$ cat src/rtl/xcorr_lag_engine.sv
// Streaming valid-mode cross-correlation: loads A (M) and B (N), then emits r[k] for k = 0..M-N, one MAC per cycle.
// Optional running-peak tracking (peak_val/peak_lag) is compiled in when XCORR_PEAK_EN is defined.
module xcorr_lag_engine #(
  parameter int DATA_WIDTH = 16,
  parameter int M          = 64,
  parameter int N          = 16,
  parameter int ACC_WIDTH  = 40,
  parameter int LAG_WIDTH  = $clog2(M - N + 1) + 1
) (
  input  logic                  clk,
  input  logic                  reset_n,
  input  logic                  abort,
  input  logic                  a_valid,
  output logic                  a_ready,
  input  logic [DATA_WIDTH-1:0] a_data,
  input  logic                  b_valid,
  output logic                  b_ready,
  input  logic [DATA_WIDTH-1:0] b_data,
  output logic                  out_valid,
  input  logic                  out_ready,
  output logic [ACC_WIDTH-1:0]  out_data,
  output logic [LAG_WIDTH-1:0]  out_lag,
  output logic                  out_last,
  output logic                  frame_done,
  output logic [1:0]            dbg_state
`ifdef XCORR_PEAK_EN
  ,
  output logic [ACC_WIDTH-1:0]  peak_val,
  output logic [LAG_WIDTH-1:0]  peak_lag
`endif
);

  localparam int L  = M - N + 1;
  localparam int AW = (M > 1) ? $clog2(M) : 1;
  localparam int BW = (N > 1) ? $clog2(N) : 1;
  localparam int PW = 2 * DATA_WIDTH;

  // Handshakes: a beat/result transfers on a cycle where valid and ready are both high;
  // the producer holds valid and data stable until that cycle. abort discards any such transfer.

  typedef enum logic [1:0] {
    S_LOAD_A = 2'd0,
    S_LOAD_B = 2'd1,
    S_MAC    = 2'd2,
    S_EMIT   = 2'd3
  } state_t;

  state_t r_state;
  state_t w_next;

  logic signed [DATA_WIDTH-1:0] r_mem_a [0:(2**AW)-1];
  logic signed [DATA_WIDTH-1:0] r_mem_b [0:(2**BW)-1];

  logic [AW-1:0]        r_idx;
  logic [BW-1:0]        r_i;
  logic [AW-1:0]        r_k;
  logic [ACC_WIDTH-1:0] r_acc;
  logic [ACC_WIDTH-1:0] r_out_data;
  logic [LAG_WIDTH-1:0] r_out_lag;
  logic                 r_out_last;
  logic                 r_out_valid;
  logic                 r_frame_done;

  logic                         w_a_ready;
  logic                         w_b_ready;
  logic                         w_a_fire;
  logic                         w_b_fire;
  logic                         w_out_fire;
  logic                         w_mac_last;
  logic                         w_lag_last;
  logic [AW-1:0]                w_a_addr;
  logic signed [DATA_WIDTH-1:0] w_a_s;
  logic signed [DATA_WIDTH-1:0] w_b_s;
  logic signed [PW-1:0]         w_prod;
  logic [ACC_WIDTH-1:0]         w_prod_ext;
  logic [ACC_WIDTH-1:0]         w_sum;

  assign w_a_fire   = a_valid & w_a_ready;
  assign w_b_fire   = b_valid & w_b_ready;
  assign w_out_fire = r_out_valid & out_ready;
  assign w_mac_last = (r_i == BW'(N - 1));
  assign w_lag_last = (r_k == AW'(L - 1));

  // Sliding window: lag k reads A[i+k] against B[i].
  assign w_a_addr   = AW'(r_i) + r_k;
  assign w_a_s      = r_mem_a[w_a_addr];
  assign w_b_s      = r_mem_b[r_i];
  assign w_prod     = w_a_s * w_b_s;
  assign w_prod_ext = {{(ACC_WIDTH - PW){w_prod[PW-1]}}, w_prod};
  assign w_sum      = r_acc + w_prod_ext;

  always_ff @(posedge clk or negedge reset_n) begin
    if (!reset_n) begin
      r_state <= S_LOAD_A;
    end else begin
      r_state <= w_next;
    end
  end

  always_comb begin
    w_next    = r_state;
    w_a_ready = 1'b0;
    w_b_ready = 1'b0;
    case (r_state)
      S_LOAD_A: begin
        w_a_ready = 1'b1;
        if (a_valid && (r_idx == AW'(M - 1))) w_next = S_LOAD_B;
      end
      S_LOAD_B: begin
        w_b_ready = 1'b1;
        if (b_valid && (r_idx == AW'(N - 1))) w_next = S_MAC;
      end
      S_MAC: begin
        if (w_mac_last) w_next = S_EMIT;
      end
      S_EMIT: begin
        if (w_out_fire) w_next = w_lag_last ? S_LOAD_A : S_MAC;
      end
      default: w_next = S_LOAD_A;
    endcase
    if (abort) w_next = S_LOAD_A;
  end

  // Sample stores carry no reset; every location is rewritten before it is read.
  always_ff @(posedge clk) begin
    if (w_a_fire && !abort) r_mem_a[r_idx] <= a_data;
    if (w_b_fire && !abort) r_mem_b[r_idx[BW-1:0]] <= b_data;
  end

  always_ff @(posedge clk or negedge reset_n) begin
    if (!reset_n) begin
      r_idx        <= '0;
      r_i          <= '0;
      r_k          <= '0;
      r_acc        <= '0;
      r_out_data   <= '0;
      r_out_lag    <= '0;
      r_out_last   <= 1'b0;
      r_out_valid  <= 1'b0;
      r_frame_done <= 1'b0;
    end else begin
      r_frame_done <= 1'b0;
      if (abort) begin
        r_idx       <= '0;
        r_i         <= '0;
        r_k         <= '0;
        r_acc       <= '0;
        r_out_valid <= 1'b0;
      end else begin
        case (r_state)
          S_LOAD_A: begin
            if (w_a_fire) r_idx <= (r_idx == AW'(M - 1)) ? '0 : r_idx + AW'(1);
          end
          S_LOAD_B: begin
            if (w_b_fire) begin
              if (r_idx == AW'(N - 1)) begin
                r_idx <= '0;
                r_i   <= '0;
                r_k   <= '0;
                r_acc <= '0;
              end else begin
                r_idx <= r_idx + AW'(1);
              end
            end
          end
          S_MAC: begin
            // Final product is folded straight into the output register.
            if (w_mac_last) begin
              r_out_data  <= w_sum;
              r_out_lag   <= LAG_WIDTH'(r_k);
              r_out_last  <= w_lag_last;
              r_out_valid <= 1'b1;
            end else begin
              r_acc <= w_sum;
              r_i   <= r_i + BW'(1);
            end
          end
          S_EMIT: begin
            if (w_out_fire) begin
              r_out_valid <= 1'b0;
              r_i         <= '0;
              r_acc       <= '0;
              if (w_lag_last) begin
                r_k          <= '0;
                r_frame_done <= 1'b1;
              end else begin
                r_k <= r_k + AW'(1);
              end
            end
          end
          default: ;
        endcase
      end
    end
  end

`ifdef XCORR_PEAK_EN
  logic [ACC_WIDTH-1:0] r_run_val;
  logic [LAG_WIDTH-1:0] r_run_lag;
  logic [ACC_WIDTH-1:0] r_peak_val;
  logic [LAG_WIDTH-1:0] r_peak_lag;
  logic                 w_take;
  logic [ACC_WIDTH-1:0] w_best_val;
  logic [LAG_WIDTH-1:0] w_best_lag;

  // Lag 0 seeds the running max; afterwards only a strictly larger value wins.
  assign w_take     = (r_k == '0) || ($signed(r_out_data) > $signed(r_run_val));
  assign w_best_val = w_take ? r_out_data : r_run_val;
  assign w_best_lag = w_take ? r_out_lag : r_run_lag;

  always_ff @(posedge clk or negedge reset_n) begin
    if (!reset_n) begin
      r_run_val  <= '0;
      r_run_lag  <= '0;
      r_peak_val <= '0;
      r_peak_lag <= '0;
    end else if (w_out_fire && !abort) begin
      r_run_val <= w_best_val;
      r_run_lag <= w_best_lag;
      if (r_out_last) begin
        r_peak_val <= w_best_val;
        r_peak_lag <= w_best_lag;
      end
    end
  end

  assign peak_val = r_peak_val;
  assign peak_lag = r_peak_lag;
`endif

  assign a_ready    = w_a_ready;
  assign b_ready    = w_b_ready;
  assign out_valid  = r_out_valid;
  assign out_data   = r_out_data;
  assign out_lag    = r_out_lag;
  assign out_last   = r_out_last;
  assign frame_done = r_frame_done;
  assign dbg_state  = r_state;

endmodule
$ cat config.mk
export PLATFORM = sky130hd
export DESIGN_NAME = xcorr_lag_engine
export DESIGN_NICKNAME = d
export VERILOG_FILES = /design/src/rtl/xcorr_lag_engine.sv
export SDC_FILE = /design/constraint.sdc
export NUM_CORES = 2
export LEC_CHECK = 0
export ABC_CLOCK_PERIOD_IN_PS = 17100
export CORE_MARGIN = 2
export CORE_UTILIZATION = 40
export CTS_BUF_LIST = sky130_fd_sc_hd__clkbuf_4
export CTS_CLUSTER_DIAMETER = 150
export DETAILED_ROUTE_END_ITERATION = 16
export PLACE_DENSITY_LB_ADDON = 0.15
export SLEW_MARGIN = 20
export SYNTH_ARGS = -nofsm -noshare
export SYNTH_HDL_FRONTEND = slang
export SYNTH_SLANG_ARGS = --single-unit
$ cat constraint.sdc
create_clock -name clk -period 17.1 [get_ports clk]
set_input_delay 1.71 -clock clk [delete_from_list [all_inputs] [get_ports clk]]
set_output_delay 1.71 -clock clk [all_outputs]
set_load 0.02 [all_outputs]
==> summary.txt <==
Setup path
  – Critical Path Max Stage Delay: 1.18 ns
  – CP Launch Type: flop
  – Worst Reg-to-Reg Cells: 36
  – R2r setup slk: 4.02 ns
  – Slowest CP cell: fa_4
  – CP endpoint kind: flop
  – Worst r2r dst: r_acc[39]
  – Worst Setup Path Type: reg2reg
  – Most used cell, CP: fa_1
  – Reg2reg start: r_i[0]
  – Arrival @ worst endpoint: 14.22 ns
  – Worst Path Required: 18.24 ns
  – Crit Path Max Fanout: 97

Global routing
  – First-pass GRT wire length: 240000 µm
  – GRT Residual Overflow: 0
  – Total track usage: 0.195
  – Largest net degree at the start of global routing: 102
  – Initial antenna violation count: 6
  – Vias in the first global route: 37.2k

Placement
  – RD Place Congestion: 0.792
  – Placed insts: 6045
  – Hpwl dp: 96200 µm
  – Number of port buffers: 90

Timing
  – Worst Tran Pin Value: 1.12 ns
  – Hold Slack: 0.472 ns
  – Setup Skew: 0.114 ns
  – Slew margin rel.: 0.255
  – Final setup viols: 0
  – Fmax: 76.4 MHz
  – Tmin final: 13.08 ns
  – Hold Vio Cnt, Final: 0
  – RSZ-0062 raised after global routing: false
  – Slew Viols, Final: 0
  – Setup TNS: 0 ns
  – Period utilization: 0.765

Hold path
  – WHS Path Cells: 2
  – Hold path start: out_data[5]
  – WHS Endpoint: out_data[5]
  – Hold Path Class: reg2reg

Floorplan
  – Initial Utilization: 0.404
  – Die Wd: 409 µm
  – Die Span Y: 409 µm
  – DIE AREA: 168000 µm²
  – Core Area: 163000 µm²
  – # IOs: 92
  – Cell Rows: 148

Finish
  – Area grow syn2layout: 13.0%
  – Nets: 4693
  – Multi-input gate area: 22900 µm²
  – Final std cells w/o fill: 6689
  – Layout cells sized above 1: 0.281
  – FF/Latch Area: 41100 µm²
  – Number of fill cells: 14.4k
  – Most frequent cells in the layout: edfxtp_1 (1280), clkbuf_4 (549), mux4_2 (380)
  – Commonest non-fill, non-tap cell in the layout: edfxtp_1

Clock tree
  – TritonCTS clock tree: done
  – Root buffer cell: clkbuf_4
  – Post_cts resized: 0
  – CTS H-Tree Depth: 5
  – Post-CTS Hold Fix Bufs: 0
  – TritonCTS Sinks: 1387
  – CTS Buf Count: 379
  – Post-CTS setup buffers: 0
  – CTS Buffer Depth: 4
  – Clock Latency Late Sink: 1.31 ns
  – CTS clk-pin slew, worst paths: 0.07 ns

Synth
  – Yosys Warn Count: 0
  – Synth Flop Type: edfxtp_1
  – Post-Syn Nets: 4262
  – Netlist cell types: 72
  – Sequential share of the synthesized area: 0.625
  – Synthesized flop and latch total: 1387
  – Post-synth ARST share: 0.0771
  – Number of synthesized flops with an enable pin: 1280
  – Syn Inst Count: 3820
  – Mapped Area: 65800 µm²
  – Mapped Avg Cell Area: 17.2 µm²

Drt
  – Via Count: 35.2k
  – Drt first pass iters: 5
  – Vias per cell: 5.26
  – WL/cell: 24.2 µm
  – Routed WL: 162000 µm
  – Post-route ant nets: 0
  – DRC: 0
  – Detailed Route Iter0 Violations: 2732

Flow run
  – Max-cap violations: 0

Status
  – Outcome: complete, no violations
-- state kept, by name, summed over array words and instances, names as in the netlist --
signal and cells:
frame_done 1, r_i 4, out_data 40, r_idx 6, r_mem_a 1024, out_last 1
r_k 6, r_acc 40, out_valid 1, out_lag 6, dbg_state 2, r_mem_b 256
-- how the worst max path moves through the flow --
stage	from	to	slack, ns
floorplan	r_i[1]	r_acc[36]	5.37
global placement	r_i[0]	r_acc[36]	4.09
detailed placement	r_k[0]	r_acc[39]	3.97
CTS	r_i[0]	r_acc[39]	3.93
global route	r_i[0]	r_acc[39]	3.42
finish	r_i[0]	r_acc[39]	4.02
-- cells in the mapped netlist (all sizes together) (3+ instances only) --
cell type  number  area share
a211oi         11      0.0013
a21boi          7     0.00080
a21o           34      0.0039
a21oi          71      0.0054
a22o           27      0.0036
a31o            6     0.00080
a31oi           9     0.00086
a32o            4     0.00061
and2           19      0.0018
and3            9     0.00086
buf            96      0.0097
clkbuf         69      0.0039
dfrtp         107       0.041
edfxtp       1280        0.58
fa            265       0.081
ha            139       0.026
inv           321       0.018
mux2           35      0.0061
mux2i          34      0.0052
mux4          390        0.13
nand2         203       0.012
nand2b         71      0.0068
nand3          23      0.0018
nand3b          3     0.00034
nand4          13      0.0012
nand4b          3     0.00040
nor2          252       0.014
nor2b          37      0.0035
nor3           23      0.0018
nor3b           3     0.00034
o211ai          6     0.00068
o21a           12      0.0014
o21ai          91      0.0077
o21bai         10      0.0011
o31a            3     0.00040
o31ai           7     0.00080
or2            20      0.0019
or3            10     0.00095
xnor2          45      0.0062
xor2           22      0.0029
-- kinds of logic after synthesis --
kind of cell | synth area share
mux | 0.145
fa+ha+maj | 0.107
buf+inv | 0.0319
compound gates | 0.0321
simple gates | 0.0486
other cells | 0.0000570
xor+xnor | 0.00951
flops | 0.625
-- worst max-delay path: cells and delay by family, from the launching register on --
family                   cells  cell delay, ns
AO/OA/AOI/OAI               12            3.51
adder cells (fa/ha/maj)     10            5.00
buffers and inverters        5            0.67
flip-flops                   1            0.50
multiplexers                 3            1.59
AND/OR/NAND/NOR              6            1.46
-- routing by layer --
| layer | global-route usage | up-vias | routed length [µm] |
|---|---|---|---|
| li1 | - | 15510 | - |
| met1 | 0.255 | 18475 | 68000 |
| met2 | 0.324 | 917 | 81300 |
| met3 | 0.0391 | 264 | 8270 |
| met4 | 0.0687 | 2 | 4460 |
| met5 | 0 | - | 11 |
-- cell type report --
cell class                 count  area share
sequential                  1387       0.553
clock buffer                 549      0.0555
timing repair buffer         215      0.0252
antenna                       13    0.000438
inverter                     321      0.0162
tap                         2175      0.0366
clock inverter                82     0.00509
multi-input combinational   1947       0.308
-- per-stage QoR --
stage | util | instance area [µm²] | worst slack (ns)
floorplan | - | 65800 | 5.37
global placement | 0.428 | 69700 | 4.09
detailed placement | 0.428 | 69800 | 3.97
CTS | 0.456 | 74300 | 3.93
global route | 0.456 | 74300 | 3.42
finish | 0.456 | 74300 | 4.02
Power is not shown: default switching activity piles up to over one toggle a cycle in this logic, so the estimate is an artifact.
